--- config.mk ---
export PLATFORM = sky130hd
export DESIGN_NAME = id_stage_piped
export DESIGN_NICKNAME = d
export VERILOG_FILES = /design/src/rtl/id_stage_piped.sv
export SDC_FILE = /design/constraint.sdc
export NUM_CORES = 1
export LEC_CHECK = 0
export BUFFER_PORTS_ARGS = -buffer_cell sky130_fd_sc_hd__buf_4
export CORE_UTILIZATION = 45
export CTS_CLUSTER_SIZE = 30
export DETAILED_ROUTE_END_ITERATION = 16
export PLACE_DENSITY = 0.78
export SETUP_SLACK_MARGIN = 0.2
export SYNTH_ARGS = -nofsm -noshare
export SYNTH_HDL_FRONTEND = slang
export SYNTH_SLANG_ARGS = --single-unit
--- constraint.sdc ---
create_clock -name clk -period 2.35 [get_ports clk]
set_input_delay 0 -clock clk [delete_from_list [all_inputs] [get_ports clk]]
set_output_delay 0 -clock clk [all_outputs]
set_load 0.01 [all_outputs]
--- src/rtl/id_stage_piped.sv ---
// Decode stage of the 5-stage MIPS pipeline with its own ID/EX register.
// Resolves branches in ID and inserts one bubble for each load-use hazard.
module id_stage_piped #(
    parameter int DATA_W      = 32,
    parameter int REG_AW      = 5,
    parameter bit LOAD_USE_EN = 1'b1
) (
    input  logic              clk,
    input  logic              rst,
    input  logic [31:0]       instr,
    input  logic              instr_valid,
    input  logic [DATA_W-1:0] pc_in,
    input  logic [DATA_W-1:0] reg1_data,
    input  logic [DATA_W-1:0] reg2_data,
    input  logic              stall_in,
    input  logic              flush,
    output logic [REG_AW-1:0] src1_addr,
    output logic [REG_AW-1:0] src2_addr,
    output logic              id_ready,
    output logic              br_taken,
    output logic [DATA_W-1:0] br_target,
    output logic              ex_valid,
    output logic [3:0]        ex_cmd,
    output logic              ex_mem_r_en,
    output logic              ex_mem_w_en,
    output logic              ex_wb_en,
    output logic [DATA_W-1:0] ex_val1,
    output logic [DATA_W-1:0] ex_val2,
    output logic [DATA_W-1:0] ex_st_data,
    output logic [REG_AW-1:0] ex_dest,
    output logic [REG_AW-1:0] ex_src1,
    output logic [REG_AW-1:0] ex_src2_fw,
    output logic [DATA_W-1:0] ex_pc
);

    localparam logic [5:0] OP_ADD  = 6'd1;
    localparam logic [5:0] OP_SUB  = 6'd3;
    localparam logic [5:0] OP_AND  = 6'd5;
    localparam logic [5:0] OP_OR   = 6'd6;
    localparam logic [5:0] OP_NOR  = 6'd7;
    localparam logic [5:0] OP_XOR  = 6'd8;
    localparam logic [5:0] OP_SLA  = 6'd9;
    localparam logic [5:0] OP_SLL  = 6'd10;
    localparam logic [5:0] OP_SRA  = 6'd11;
    localparam logic [5:0] OP_SRL  = 6'd12;
    localparam logic [5:0] OP_ADDI = 6'd32;
    localparam logic [5:0] OP_SUBI = 6'd33;
    localparam logic [5:0] OP_LD   = 6'd36;
    localparam logic [5:0] OP_ST   = 6'd37;
    localparam logic [5:0] OP_BEZ  = 6'd40;
    localparam logic [5:0] OP_BNE  = 6'd41;
    localparam logic [5:0] OP_JMP  = 6'd42;

    typedef struct packed {
        logic              valid;
        logic [3:0]        cmd;
        logic              mem_r;
        logic              mem_w;
        logic              wb;
        logic [DATA_W-1:0] val1;
        logic [DATA_W-1:0] val2;
        logic [DATA_W-1:0] st_data;
        logic [REG_AW-1:0] dest;
        logic [REG_AW-1:0] src1;
        logic [REG_AW-1:0] src2_fw;
        logic [DATA_W-1:0] pc;
    } idex_t;

    function automatic idex_t bubble_f();
        idex_t b;
        b     = '0;
        b.cmd = 4'b1111;
        return b;
    endfunction

    idex_t             idex_r;
    idex_t             idex_next_s;
    logic [5:0]        opcode_s;
    logic [3:0]        cmd_s;
    logic              wb_s;
    logic              mem_r_s;
    logic              mem_w_s;
    logic              imm_form_s;
    logic              src2_used_s;
    logic              src2_hi_s;
    logic              br_cond_s;
    logic              hazard_s;
    logic [DATA_W-1:0] imm_ext_s;

    assign opcode_s  = instr[31:26];
    assign imm_ext_s = {{(DATA_W-16){instr[15]}}, instr[15:0]};

    // Opcode decode into EXE command, control bits and branch condition
    always_comb begin
        cmd_s       = 4'b1111;
        wb_s        = 1'b0;
        mem_r_s     = 1'b0;
        mem_w_s     = 1'b0;
        imm_form_s  = 1'b0;
        src2_used_s = 1'b0;
        src2_hi_s   = 1'b0;
        br_cond_s   = 1'b0;
        case (opcode_s)
            OP_ADD: begin cmd_s = 4'b0000; wb_s = 1'b1; src2_used_s = 1'b1; end
            OP_SUB: begin cmd_s = 4'b0010; wb_s = 1'b1; src2_used_s = 1'b1; end
            OP_AND: begin cmd_s = 4'b0100; wb_s = 1'b1; src2_used_s = 1'b1; end
            OP_OR:  begin cmd_s = 4'b0101; wb_s = 1'b1; src2_used_s = 1'b1; end
            OP_NOR: begin cmd_s = 4'b0110; wb_s = 1'b1; src2_used_s = 1'b1; end
            OP_XOR: begin cmd_s = 4'b0111; wb_s = 1'b1; src2_used_s = 1'b1; end
            OP_SLA, OP_SLL: begin cmd_s = 4'b1000; wb_s = 1'b1; src2_used_s = 1'b1; end
            OP_SRA: begin cmd_s = 4'b1001; wb_s = 1'b1; src2_used_s = 1'b1; end
            OP_SRL: begin cmd_s = 4'b1010; wb_s = 1'b1; src2_used_s = 1'b1; end
            OP_ADDI: begin cmd_s = 4'b0000; wb_s = 1'b1; imm_form_s = 1'b1; end
            OP_SUBI: begin cmd_s = 4'b0010; wb_s = 1'b1; imm_form_s = 1'b1; end
            OP_LD: begin
                cmd_s      = 4'b0000;
                wb_s       = 1'b1;
                mem_r_s    = 1'b1;
                imm_form_s = 1'b1;
            end
            OP_ST: begin
                cmd_s       = 4'b0000;
                mem_w_s     = 1'b1;
                imm_form_s  = 1'b1;
                src2_used_s = 1'b1;
                src2_hi_s   = 1'b1;
            end
            OP_BEZ: br_cond_s = (reg1_data == {DATA_W{1'b0}});
            OP_BNE: begin
                br_cond_s   = (reg1_data != reg2_data);
                src2_used_s = 1'b1;
                src2_hi_s   = 1'b1;
            end
            OP_JMP:  br_cond_s = 1'b1;
            default: cmd_s = 4'b1111;
        endcase
    end

    // ST and BNE read their second operand from the destination field
    assign src1_addr = instr[20:16];
    assign src2_addr = src2_hi_s ? instr[25:21] : instr[15:11];

    assign hazard_s = LOAD_USE_EN && idex_r.valid && idex_r.mem_r &&
                      (idex_r.dest != {REG_AW{1'b0}}) &&
                      ((idex_r.dest == src1_addr) ||
                       (src2_used_s && (idex_r.dest == src2_addr)));

    assign id_ready  = !(stall_in || hazard_s);
    assign br_target = pc_in + (imm_ext_s << 2);
    assign br_taken  = rst && br_cond_s && instr_valid && !flush && !hazard_s && !stall_in;

    // Next ID/EX content: bubble for flush, hazard or empty slot, else decoded instr
    always_comb begin
        idex_next_s = bubble_f();
        if (flush || hazard_s || !instr_valid) begin
            idex_next_s = bubble_f();
        end else begin
            idex_next_s.valid   = 1'b1;
            idex_next_s.cmd     = cmd_s;
            idex_next_s.mem_r   = mem_r_s;
            idex_next_s.mem_w   = mem_w_s;
            idex_next_s.wb      = wb_s;
            idex_next_s.val1    = reg1_data;
            idex_next_s.val2    = imm_form_s ? imm_ext_s : reg2_data;
            idex_next_s.st_data = mem_w_s ? reg2_data : {DATA_W{1'b0}};
            idex_next_s.dest    = instr[25:21];
            idex_next_s.src1    = src1_addr;
            idex_next_s.src2_fw = imm_form_s ? {REG_AW{1'b0}} : src2_addr;
            idex_next_s.pc      = pc_in;
        end
    end

    // ID/EX register: a downstream stall holds it, flush included
    always_ff @(posedge clk or negedge rst) begin
        if (!rst) begin
            idex_r <= bubble_f();
        end else if (stall_in) begin
            idex_r <= idex_r;
        end else begin
            idex_r <= idex_next_s;
        end
    end

    assign ex_valid    = idex_r.valid;
    assign ex_cmd      = idex_r.cmd;
    assign ex_mem_r_en = idex_r.mem_r;
    assign ex_mem_w_en = idex_r.mem_w;
    assign ex_wb_en    = idex_r.wb;
    assign ex_val1     = idex_r.val1;
    assign ex_val2     = idex_r.val2;
    assign ex_st_data  = idex_r.st_data;
    assign ex_dest     = idex_r.dest;
    assign ex_src1     = idex_r.src1;
    assign ex_src2_fw  = idex_r.src2_fw;
    assign ex_pc       = idex_r.pc;

endmodule

==> results of run 1 <==
## per-layer routing
metal	vias to the layer above	track usage, %	share of wire (%)
met1	4843	44.2	32
met4	6	27.4	8.5
met3	303	10.9	12
met5	-	0	0.28
met2	840	69.3	47
li1	4216	-	-
## power groups by stage
stage / Sequential (uW) / Combinational (uW) / Clock (uW)
after CTS: 2780 / 2260 / 2640
after global routing: 2810 / 2690 / 2810
after detailed placement: 2830 / 1830 / 0
after global placement: 2830 / 1800 / 0
final: 2800 / 2570 / 2710
after floorplan: 2880 / 797 / 0
## layout make-up
type / count / area [sq um]
Clock buffer: 18 / 429
Tap cell: 229 / 287
Clock inverter: 14 / 118
Inverter: 21 / 78.8
Timing Repair Buffer: 575 / 5290
Multi-Input combinational cell: 621 / 5090
Fill cell: 925 / 2940
Sequential cell: 151 / 3780
## timing repair
action / 4_1_cts / 5_1_grt
setup buffers: 29 / 13
hold buffers: 119 / 0
endpoints found under the setup margin: 168 / 171
resized for setup: 111 / 104
hold endpoints to repair: 286 / 0
cloned: 18 / 2
pin swaps: 46 / 36
## sequential cells by signal, indices dropped and copies added, names as in the netlist
register	count
ex_src2_fw	5
ex_val2	32
ex_src1	5
ex_valid	1
ex_wb_en	1
ex_cmd	4
ex_pc	32
ex_st_data	32
ex_mem_w_en	1
ex_val1	32
ex_dest	5
ex_mem_r_en	1
## critical path, delay by kind of cell, from the launching register on
kind | cells | cell delay, ns
and+or+nand+nor | 3 | 0.37
DFF | 1 | 0.40
xor gates and xnor gates | 1 | 0.13
AOI/OAI and AO/OA | 3 | 0.67
buffers and inverters | 6 | 0.91
## kinds of logic after synthesis
group                    Yosys count  synth area share (%)
buffers and inverters             83                  4.46
flip-flops                       151                  45.6
XOR/XNOR                          60                  6.33
multiplexers                      16                  1.96
adder cells (fa/ha/maj)           30                  4.61
AO/OA/AOI/OAI                    294                  25.0
AND/OR/NAND/NOR                  220                  12.0
## metrics by stage
stage | instance area, sq um | TNS, ns | power, uW | util (%)
global route | 15100 | -29.11 | 8310 | 83.7
global placement | 11400 | -15.71 | 4630 | 63.1
CTS | 14400 | -18.57 | 7680 | 79.6
finish | 15100 | -22.66 | 8080 | 83.7
detailed placement | 11400 | -26.83 | 4660 | 63.1
floorplan | 8420 | -6.25 | 3670 | -
## cell usage in the layout, fill, tap and decap left out, drive strengths merged, types with 7 or more instances in the layout
| cell | instances |
|---|---|
| a21o | 8 |
| a21oi | 52 |
| a22o | 74 |
| and3 | 7 |
| buf | 454 |
| clkbuf | 20 |
| dfrtp | 147 |
| dlygate4sd3 | 119 |
| ha | 29 |
| inv | 28 |
| mux2i | 14 |
| nand2 | 120 |
| nand3 | 9 |
| nand4 | 13 |
| nor2 | 29 |
| nor3 | 9 |
| nor4 | 12 |
| o21ai | 63 |
| o31ai | 38 |
| xnor2 | 49 |
| xor2 | 11 |
## worst paths after layout
check / slack [ns] / depth (start not counted) / to / from
max reg2reg: -0.31 / 13 / ex_st_data[26] / ex_dest[3]
min: 0.05 / 4 / ex_val2[2] / instr[2]
min reg2reg: 0.49 / 2 / ex_val2[14] / ex_val2[14]
min in group asynchronous: 0.07 / 2 / ex_st_data[23] / rst
max in group asynchronous: 1.45 / 3 / ex_cmd[0] / rst
max: -0.31 / 13 / ex_st_data[26] / ex_dest[3]
==> reports/summary.log, run 1 <==
INFO  status         status=finished, violations left
INFO  status         violations=negative setup slack
INFO  sta            setup_viol=160
INFO  detailed_routing drtAntennaViolNets=0
INFO  final_layout   post_route_cells_drive_above_1_share=44.2%
INFO  power_and_ir_drop clkPwrFrac=33.6%
INFO  clocking       clkSinkCount=151
INFO  final_layout   num_antenna_cells=0
INFO  floorplanning  floorplan.io_pins=328
INFO  global_route   grt_start_max_net_pins=152
INFO  floorplanning  floorplan.die.height=138um
INFO  logic_synthesis synth.cells.most_frequent=147 x sky130_fd_sc_hd__dfrtp_1, 120 x sky130_fd_sc_hd__nand2_1, 74 x sky130_fd_sc_hd__a22o_1, 61 x sky130_fd_sc_hd__o21ai_0, 52 x sky130_fd_sc_hd__a21oi_1
INFO  placement      placement.io_buffers=327
INFO  global_route   antenna_found_initial=1
INFO  floorplanning  die_area=0.0190sqmm
INFO  sta            finalHoldViolCount=0
INFO  logic_synthesis synth.net_count=1,017
INFO  floorplanning  floorplan.core_area=0.0180sqmm
INFO  logic_synthesis synth_warnings=0
INFO  sta            measured_slew_at_the_worst_slew_check_pin=0.831ns
INFO  sta            achievable-frequency=0.377GHz
INFO  setup_path     criticalPathCategory=reg -> reg
INFO  placement      placed_cells_incl_taps=1,416
INFO  logic_synthesis share_of_synthesized_area_occupied_by_flip_flops_and_latches=45.6%
INFO  logic_synthesis post_synth_main_area_contributors=sky130_fd_sc_hd__dfrtp_1 44%, sky130_fd_sc_hd__a22o_1 7.8%, sky130_fd_sc_hd__nand2_1 5.4%
INFO  sta            worst_hold_slack=0.0507ns
INFO  final_layout   final-instance-count-excl-fill=1,629
INFO  logic_synthesis synth.lib_cells_used.distinct=59
INFO  setup_path     worst_setup_path_end_kind=register
INFO  placement      detailedPlacementHpwl=22.1mm
INFO  setup_path     kind_of_launch_point_of_the_worst_setup_path=register
INFO  logic_synthesis synthCells=854
INFO  hold_path      hold_crit_class=in -> reg
INFO  detailed_routing post-route-drc-count=0
INFO  global_route   grtUsageTotal=40.7%
INFO  global_route   grt_remaining_overflow=0
INFO  power_and_ir_drop cellLeakagePower=0.00724uW
INFO  clocking       cts_made_buffers=17
INFO  placement      post-place-ws=-0.260ns
INFO  final_layout   final_net_count=1,550
INFO  clocking       cts_tree=yes
INFO  setup_path     cell_by_cell_trace_of_the_critical_path=buf_4 -> xor2_1 -> nor3_1 -> nand3_1 -> o31ai_4 -> a41oi_2 -> buf_4 -> nand3b_1 -> buf_6 -> buf_12 -> buf_12 -> buf_16 -> o31ai_4
INFO  detailed_routing detailedRoute.firstPassIterationCount=7
INFO  logic_synthesis synth-edff-count=0
INFO  sta            setup_repair_after_global_routing_missed_its_margin=true
INFO  floorplanning  die-width=138um
INFO  sta            fin_crit_sh=113%
INFO  placement      gp_congestion=0.915
INFO  detailed_routing wl_per_cell=26.7um
INFO  floorplanning  num_rows=49
INFO  flow_run       drv.max_cap_violation_count=0
INFO  logic_synthesis synth.ff_latch_count=151
INFO  power_and_ir_drop seq_power_share=34.6%
INFO  clocking       clk_path_buf_depth=2
INFO  logic_synthesis yosys_most_used_dff=sky130_fd_sc_hd__dfrtp_1
INFO  sta            final.setup.worst_slack=-0.305ns
INFO  floorplanning  initial_utilization=46.1%
INFO  detailed_routing drt_wl_total=43.4mm
INFO  clocking       cts_root_buf=sky130_fd_sc_hd__clkbuf_16
INFO  power_and_ir_drop pwr-share-comb=31.8%
INFO  setup_path     cp_slowest_stage_delay=0.40ns
INFO  clocking       cts_max_level=4
INFO  detailed_routing detail_route.iter0.violations=1,197
INFO  final_layout   area_growth=81.7%
INFO  detailed_routing drt-vias-per-instance=6.27
INFO  power_and_ir_drop power-per-cell-area=536mW/mm^2
INFO  setup_path     timing.critical_path.slowest_stage_cell=sky130_fd_sc_hd__dfrtp_1
INFO  logic_synthesis syn_avg_cell_area=9.72squm
INFO  sta            shortest_clock_period_the_worst_path_allows_after_layout=2.66ns
INFO  setup_path     path_max_fanout=6
INFO  clocking       clk_transition_reported_paths=0.08ns
INFO  power_and_ir_drop swShare=33.5%
INFO  power_and_ir_drop vdd_drop_max=528uV
INFO  global_route   number_of_global_route_vias_before_repair=9,935
INFO  setup_path     cp_data_arrival_time=2.94ns
INFO  logic_synthesis synthDominantCellAreaShare=44.3%
INFO  logic_synthesis synth.most_common_cell=sky130_fd_sc_hd__dfrtp_1
INFO  sta            slew_headroom=44.6%
INFO  power_and_ir_drop power_report.internal_total=5370uW
INFO  detailed_routing via_count_of_the_routed_design=10,208
INFO  logic_synthesis ys_async_rst_share=100%
INFO  global_route   grt_first_pass_wirelength=56.8mm
INFO  sta            slew_violations=0
INFO  logic_synthesis synth_area_leader_cell=sky130_fd_sc_hd__dfrtp_1
INFO  power_and_ir_drop p_switching=2710uW
INFO  logic_synthesis post_synthesis_instance_area=0.00830sqmm
INFO  clocking       clk_latency=0.44ns
INFO  sta            skew=0.0123ns
INFO  setup_path     cp.required=2.64ns
No activity file was read; power rests on OpenSTA's default activity.
==> inputs of run 2 (changes only) <==
- BUFFER_PORTS_ARGS: -buffer_cell sky130_fd_sc_hd__buf_4 -> default
- CORE_AREA: default -> 2 2 126 128
- CORE_UTILIZATION: 45 -> default
- DIE_AREA: default -> 0 0 128 130
- DONT_BUFFER_PORTS: default -> 1
- PLACE_DENSITY: 0.78 -> 0.72
==> reports/summary.log, run 2 (synthesis gave the netlist of run 1 again) <==
INFO  sta            fin_crit_sh=108% [-4.6 points]
INFO  placement      detailedPlacementHpwl=19.4mm [-12%]
INFO  floorplanning  initial_utilization=53.8% [+7.8 points]
INFO  final_layout   finish.instance_area=0.0124sqmm [-18%]
INFO  detailed_routing drt_wl_total=38.6mm [-11%]
INFO  final_layout   num_antenna_cells=0 [unchanged]
INFO  setup_path     path_delay_family=simple AND/OR/NAND/NOR gates
INFO  power_and_ir_drop cellLeakagePower=0.00537uW [-26%]
INFO  clocking       clkSinkCount=151 [unchanged]
INFO  power_and_ir_drop power-per-cell-area=587mW/mm^2 [+9.6%]
INFO  floorplanning  die_area=0.0166sqmm [-12%]
INFO  global_route   grt_first_pass_wirelength=50.5mm [-11%]
INFO  clocking       cts_max_level=4 [unchanged]
INFO  global_route   grtUsageTotal=39.9% [-0.80 points]
INFO  sta            finalHoldViolCount=151 [+151]
INFO  final_layout   final_net_count=1,238 [-20%]
INFO  flow_run       drv.max_cap_violation_count=0 [unchanged]
INFO  setup_path     cp.required=2.63ns [about the same]
INFO  clocking       post_cts_hold_buffer_count=195 [+64%]
INFO  placement      placement.io_buffers=0 [-100%]
INFO  global_route   number_of_global_route_vias_before_repair=8,877 [-11%]
INFO  status         status=finished, violations left
INFO  power_and_ir_drop power_report.internal_total=5000uW [-6.9%]
INFO  detailed_routing detailedRoute.firstPassIterationCount=7 [unchanged]
INFO  global_route   grt_start_max_net_pins=153 [+0.66%]
INFO  floorplanning  floorplan.io_pins=328 [unchanged]
INFO  sta            final.setup.worst_slack=-0.198ns [+0.107 ns]
INFO  sta            achievable-frequency=0.392GHz [+4.2%]
INFO  sta            setup_repair_after_global_routing_missed_its_margin=true
INFO  global_route   antenna_found_initial=1 [unchanged]
INFO  clocking       cts_made_buffers=17 [unchanged]
INFO  power_and_ir_drop seq_power_share=39.4% [+4.8 points]
INFO  hold_path      hold_crit_class=in -> async
INFO  sta            measured_slew_at_the_worst_slew_check_pin=0.756ns [-0.0754 ns]
INFO  clocking       clk_path_buf_depth=2 [unchanged]
INFO  setup_path     regToRegSetupSlack=-0.20ns [+0.11 ns]
INFO  setup_path     timing.critical_path.slowest_stage_cell=sky130_fd_sc_hd__or4_4
INFO  setup_path     cell_by_cell_trace_of_the_critical_path=and3_1 -> or4_4 -> o31ai_4 -> a41oi_2 -> and3b_2 -> buf_12 -> a22o_1
INFO  setup_path     worst_setup_path_end_kind=register
INFO  detailed_routing post-route-drc-count=0 [unchanged]
INFO  final_layout   post_route_cells_drive_above_1_share=19.7% [-25 points]
INFO  detailed_routing wl_per_cell=30.2um [+13%]
INFO  status         violations=negative hold slack, negative setup slack
INFO  clocking       cts_tree=yes
INFO  sta            setup_viol=84 [-48%]
INFO  setup_path     cp_slowest_stage_delay=0.52ns [+0.12 ns]
INFO  power_and_ir_drop swShare=31.4% [-2.1 points]
INFO  final_layout   area_growth=49.5%
INFO  setup_path     kind_of_launch_point_of_the_worst_setup_path=register
INFO  sta            slew_violations=0 [unchanged]
INFO  detailed_routing via_count_of_the_routed_design=9,135 [-11%]
INFO  detailed_routing detail_route.iter0.violations=999 [-17%]
INFO  global_route   grt_remaining_overflow=0 [unchanged]
INFO  power_and_ir_drop p_switching=2290uW [-15%]
INFO  sta            setup_tns=-5.61ns [+17.05 ns]
INFO  clocking       clk_latency=0.44ns [about the same]
INFO  setup_path     path_max_fanout=20 [+14]
INFO  clocking       cts_root_buf=sky130_fd_sc_hd__clkbuf_16
INFO  detailed_routing drt-vias-per-instance=7.14 [+14%]
INFO  power_and_ir_drop clkPwrFrac=37.9% [+4.3 points]
INFO  floorplanning  floorplan.core_area=0.0154sqmm [-14%]
INFO  setup_path     worst-path-buf-inv=1 [-5]
INFO  power_and_ir_drop pwr-share-comb=22.8% [-9.0 points]
INFO  clocking       clk_transition_reported_paths=0.07ns [about the same]
INFO  placement      gp_congestion=0.910 [-0.57%]
INFO  power_and_ir_drop vdd_drop_max=555uV [+5.0%]
INFO  placement      placed_cell_area=0.00866sqmm [-24%]
INFO  sta            slew_headroom=49.6% [+5.0 points]
INFO  sta            worst_hold_slack=-0.749ns [-0.800 ns]
INFO  floorplanning  floorplan.die.height=130um [-5.7%]
INFO  sta            skew=0.0100ns [-0.00223 ns]
INFO  placement      placed_cells_incl_taps=1,026 [-28%]
INFO  floorplanning  num_rows=46 [-6.1%]
INFO  sta            shortest_clock_period_the_worst_path_allows_after_layout=2.55ns [-0.107 ns]
INFO  final_layout   leading_cell_types_in_the_layout_fill_and_taps_excluded=192 x sky130_fd_sc_hd__dlygate4sd3_1, 147 x sky130_fd_sc_hd__dfrtp_1, 118 x sky130_fd_sc_hd__nand2_1
INFO  final_layout   final-instance-count-excl-fill=1,280 [-21%]
INFO  setup_path     cp_data_arrival_time=2.83ns [-0.11 ns]
INFO  setup_path     criticalPathCategory=reg -> reg
INFO  floorplanning  die-width=128um [-7.1%]
INFO  final_layout   layout.cells.most_common=sky130_fd_sc_hd__dlygate4sd3_1
INFO  detailed_routing drtAntennaViolNets=0 [unchanged]
-- run 2: per-stage QoR --
step                setup WS (ns)  total power [uW]  utilization (%)
floorplan                 -0.0953              3670                -
global placement         -0.00846              3860             56.1
detailed placement         -0.157              3890             56.1
CTS                       -0.0777              6980             75.1
global route               -0.262              7500             80.5
finish                     -0.198              7290             80.5
-- run 2: routing by layer --
metal / track usage [%] / vias to the layer above / wire (um)
li1: - / 3606 / -
met1: 43.4 / 4378 / 12400
met2: 67.3 / 863 / 17900
met3: 15.0 / 288 / 5230
met4: 22.9 / 0 / 3090
met5: 0 / - / 0
-- run 2: worst paths after layout --
kind	end	cells past startpoint	startpoint
hold reg to reg	ex_cmd[3]	2	ex_cmd[3]
setup reg to reg	ex_val1[15]	7	ex_dest[2]
max in group asynchronous	ex_val2[13]	0	rst
setup / recovery	ex_val1[15]	7	ex_dest[2]
min in group clk	br_target[0]	0	pc_in[0]
hold / removal	ex_st_data[30]	0	rst
-- run 2: power groups by stage --
stage / Combinational, uW / Sequential [uW] / Clock, uW
after floorplan: 797 / 2880 / 0
after global placement: 961 / 2900 / 0
after detailed placement: 986 / 2910 / 0
after CTS: 1420 / 2860 / 2700
after global routing: 1750 / 2880 / 2870
final: 1660 / 2870 / 2760
-- run 2: area by class of cell --
cell class	count	area (sq um)
clock buffer	17	425
clock inverter	15	144
fill	853	3010
inverter	21	78.8
multi-input combinational	620	4920
sequential	151	3780
tap	192	240
timing repair buffer	264	2820
-- run 2: repair_timing --
| action | CTS | global route |
|---|---|---|
| setup buffers | 9 | 6 |
| hold endpoints to repair | 302 | 151 |
| gates cloned | 3 | 9 |
| resized for setup | 40 | 100 |
| pin swaps | 27 | 25 |
| setup endpoints to repair | 156 | 164 |
==> inputs of run 3 (changes only) <==
- PLACE_DENSITY: 0.72 -> 0.7
- clock period: 2.35 -> 3.2 ns (I/O delays scaled with it)
==> reports/summary.log, run 3 (synthesis gave the netlist of run 1 again) <==
INFO  detailed_routing detailedRoute.firstPassIterationCount=5 [-2]
INFO  power_and_ir_drop p_switching=1390uW [-39%]
INFO  hold_path      hold_crit_class=in -> async
INFO  final_layout   nFillCells=1,156 [+36%]
INFO  detailed_routing detail_route.iter0.violations=589 [-41%]
INFO  clocking       cts_tree=yes
INFO  global_route   grt_util_met3=10.8% [-4.2 points]
INFO  global_route   number_of_global_route_vias_before_repair=7,976 [-10%]
INFO  power_and_ir_drop vdd_drop_max=373uV [-33%]
INFO  detailed_routing drt_wl_total=30.0mm [-22%]
INFO  setup_path     path_max_fanout=71 [+250%]
INFO  power_and_ir_drop clkPwrFrac=39.1% [+1.2 points]
INFO  final_layout   utilization=68.4% [-12 points]
INFO  final_layout   layout.cells.most_common=sky130_fd_sc_hd__dlygate4sd3_1
INFO  setup_path     kind_of_launch_point_of_the_worst_setup_path=register
INFO  setup_path     cp.required=3.20ns [+0.57 ns]
INFO  global_route   grtUsageTotal=35.2% [-4.7 points]
INFO  power_and_ir_drop pwr-share-comb=18.1% [-4.7 points]
INFO  setup_path     criticalPathCategory=reg -> out
INFO  placement      detailedPlacementHpwl=18.9mm [-2.4%]
INFO  power_and_ir_drop power-per-cell-area=468mW/mm^2 [-20%]
INFO  sta            fin_crit_sh=89.4%
INFO  detailed_routing drt-vias-per-instance=6.68 [-6.4%]
INFO  global_route   grt_start_max_net_pins=153 [unchanged]
INFO  global_route   global_route.usage.met1=40.8% [-2.6 points]
INFO  sta            worst_hold_slack=-0.727ns [+0.0220 ns]
INFO  clocking       clk_latency=0.42ns [-0.02 ns]
INFO  detailed_routing post-route-drc-count=0 [unchanged]
INFO  floorplanning  initial_utilization=53.8% [unchanged]
INFO  placement      gp_congestion=0.896 [-1.5%]
INFO  power_and_ir_drop cellLeakagePower=0.00469uW [-13%]
INFO  global_route   grt_util_met2=59.3% [-8.0 points]
INFO  status         violations=negative hold slack
INFO  clocking       clk_transition_reported_paths=0.06ns [about the same]
INFO  sta            setup_tns=0ns [+5.61 ns]
INFO  sta            slew_violations=0 [unchanged]
INFO  sta            setup_viol=0 [-100%]
INFO  final_layout   num_antenna_cells=0 [unchanged]
INFO  detailed_routing drtAntennaViolNets=0 [unchanged]
INFO  setup_path     worst_setup_path_end_kind=output pin
INFO  power_and_ir_drop swShare=28.3% [-3.2 points]
INFO  final_layout   final_net_count=1,143 [-7.7%]
INFO  placement      post-place-ws=0.428ns [+0.585 ns]
INFO  placement      placement.io_buffers=0 [unchanged]
INFO  sta            measured_slew_at_the_worst_slew_check_pin=0.874ns [+0.118 ns]
INFO  sta            final.setup.worst_slack=0.339ns [+0.537 ns]
INFO  global_route   grt_first_pass_wirelength=44.7mm [-11%]
INFO  clocking       clk_path_buf_depth=2 [unchanged]
INFO  setup_path     cp_slowest_stage_delay=0.50ns [-0.02 ns]
INFO  detailed_routing via_count_of_the_routed_design=7,911 [-13%]
INFO  floorplanning  die_area=0.0166sqmm [unchanged]
INFO  clocking       cts_root_buf=sky130_fd_sc_hd__clkbuf_16
INFO  global_route   grt_busiest_layer=met2
INFO  floorplanning  floorplan.core_area=0.0154sqmm [unchanged]
INFO  sta            slew_headroom=41.0% [-8.6 points]
INFO  floorplanning  floorplan.die.height=130um [unchanged]
INFO  final_layout   leading_cell_types_in_the_layout_fill_and_taps_excluded=157 x sky130_fd_sc_hd__dlygate4sd3_1, 147 x sky130_fd_sc_hd__dfrtp_1, 120 x sky130_fd_sc_hd__nand2_1
INFO  final_layout   post_route_cells_drive_above_1_share=5.65% [-14 points]
INFO  sta            skew=0.0104ns [+0.000369 ns]
INFO  global_route   antenna_found_initial=0 [-1]
INFO  flow_run       drv.max_cap_violation_count=0 [unchanged]
INFO  setup_path     cell_by_cell_trace_of_the_critical_path=and3_1 -> or4_1 -> o31ai_1 -> a41oi_2 -> nand3b_1 -> buf_12 -> nor4_1
INFO  setup_path     timing.critical_path.slowest_stage_cell=sky130_fd_sc_hd__or4_1
INFO  power_and_ir_drop power_report.internal_total=3540uW [-29%]
INFO  final_layout   area_growth=27.1%
INFO  sta            shortest_clock_period_the_worst_path_allows_after_layout=2.86ns
INFO  clocking       post-cts-setup-buffers=0 [-9]
INFO  clocking       cts_made_buffers=17 [unchanged]
INFO  floorplanning  num_rows=46 [unchanged]
INFO  clocking       cts_max_level=4 [unchanged]
INFO  sta            achievable-frequency=0.350GHz
INFO  floorplanning  die-width=128um [unchanged]
INFO  power_and_ir_drop seq_power_share=42.8% [+3.4 points]
INFO  clocking       post_cts_hold_buffer_count=159 [-18%]
INFO  sta            setup_repair_after_global_routing_missed_its_margin=false
INFO  clocking       clkSinkCount=151 [unchanged]
INFO  detailed_routing wl_per_cell=25.3um [-16%]
INFO  sta            finalHoldViolCount=151 [unchanged]
INFO  floorplanning  floorplan.io_pins=328 [unchanged]
INFO  setup_path     cp_data_arrival_time=2.86ns [+0.03 ns]
INFO  global_route   grt_remaining_overflow=0 [unchanged]
INFO  status         status=finished, violations left
==> run 3: worst paths after layout <==
kind / end / depth (start not counted) / slack (ns) / startpoint
worst max register to register: ex_src2_fw[4] / 7 / 0.48 / ex_dest[0]
worst min register to register: ex_cmd[0] / 2 / 0.50 / ex_cmd[0]
worst min-delay path: ex_val2[31] / 0 / -0.73 / rst
worst max-delay path: br_taken / 7 / 0.34 / ex_dest[0]
min in group clk: src1_addr[0] / 0 / 0 / instr[16]
max in group asynchronous: ex_cmd[3] / 0 / 3.75 / rst
==> run 3: area by class of cell <==
type | count | area [sq um] | area share (%)
clock buffers | 20 | 467 | 4.43
clock inverters | 11 | 98.8 | 0.937
inverters | 21 | 78.8 | 0.747
multi-input cells | 620 | 4160 | 39.4
flip-flops and latches | 151 | 3780 | 35.9
well taps | 192 | 240 | 2.28
repair buffers | 169 | 1720 | 16.3
==> run 3: metrics by stage <==
step	std cells	power [uW]	hold slack (ns)	area, sq um
floorplan	854	2680	-0.296	8300
global route	1184	5090	-0.744	10500
global placement	994	2760	-0.293	8350
CTS	1184	4920	-0.745	10500
detailed placement	994	2790	-0.292	8350
finish	1184	4930	-0.727	10500
==> run 3: power groups by stage <==
stage / Combinational [uW] / Sequential, uW / Clock [uW]
after floorplan: 564 / 2110 / 0
after global placement: 623 / 2140 / 0
after detailed placement: 645 / 2140 / 0
after CTS: 869 / 2110 / 1940
after global routing: 963 / 2120 / 2010
final: 891 / 2110 / 1930
==> run 3: repair_timing <==
item                                    CTS  global route
gates resized for setup                   0             2
endpoints found under the setup margin    0             2
hold endpoints to repair                302           151
==> run 3: worst max-delay path: cells and delay by family, from the launching register on <==
family                 cells  cell delay [ns]
AO/OA/AOI/OAI              2             0.62
flip-flops                 1             0.48
buffers and inverters      1             0.28
AND/OR/NAND/NOR            4             1.05
==> run 3: routing by layer <==
layer  vias up  wire (um)
met5         -          0
met4         0       1280
met3       101       2970
met2       522      14600
met1      3892      11100
li1       3396          -
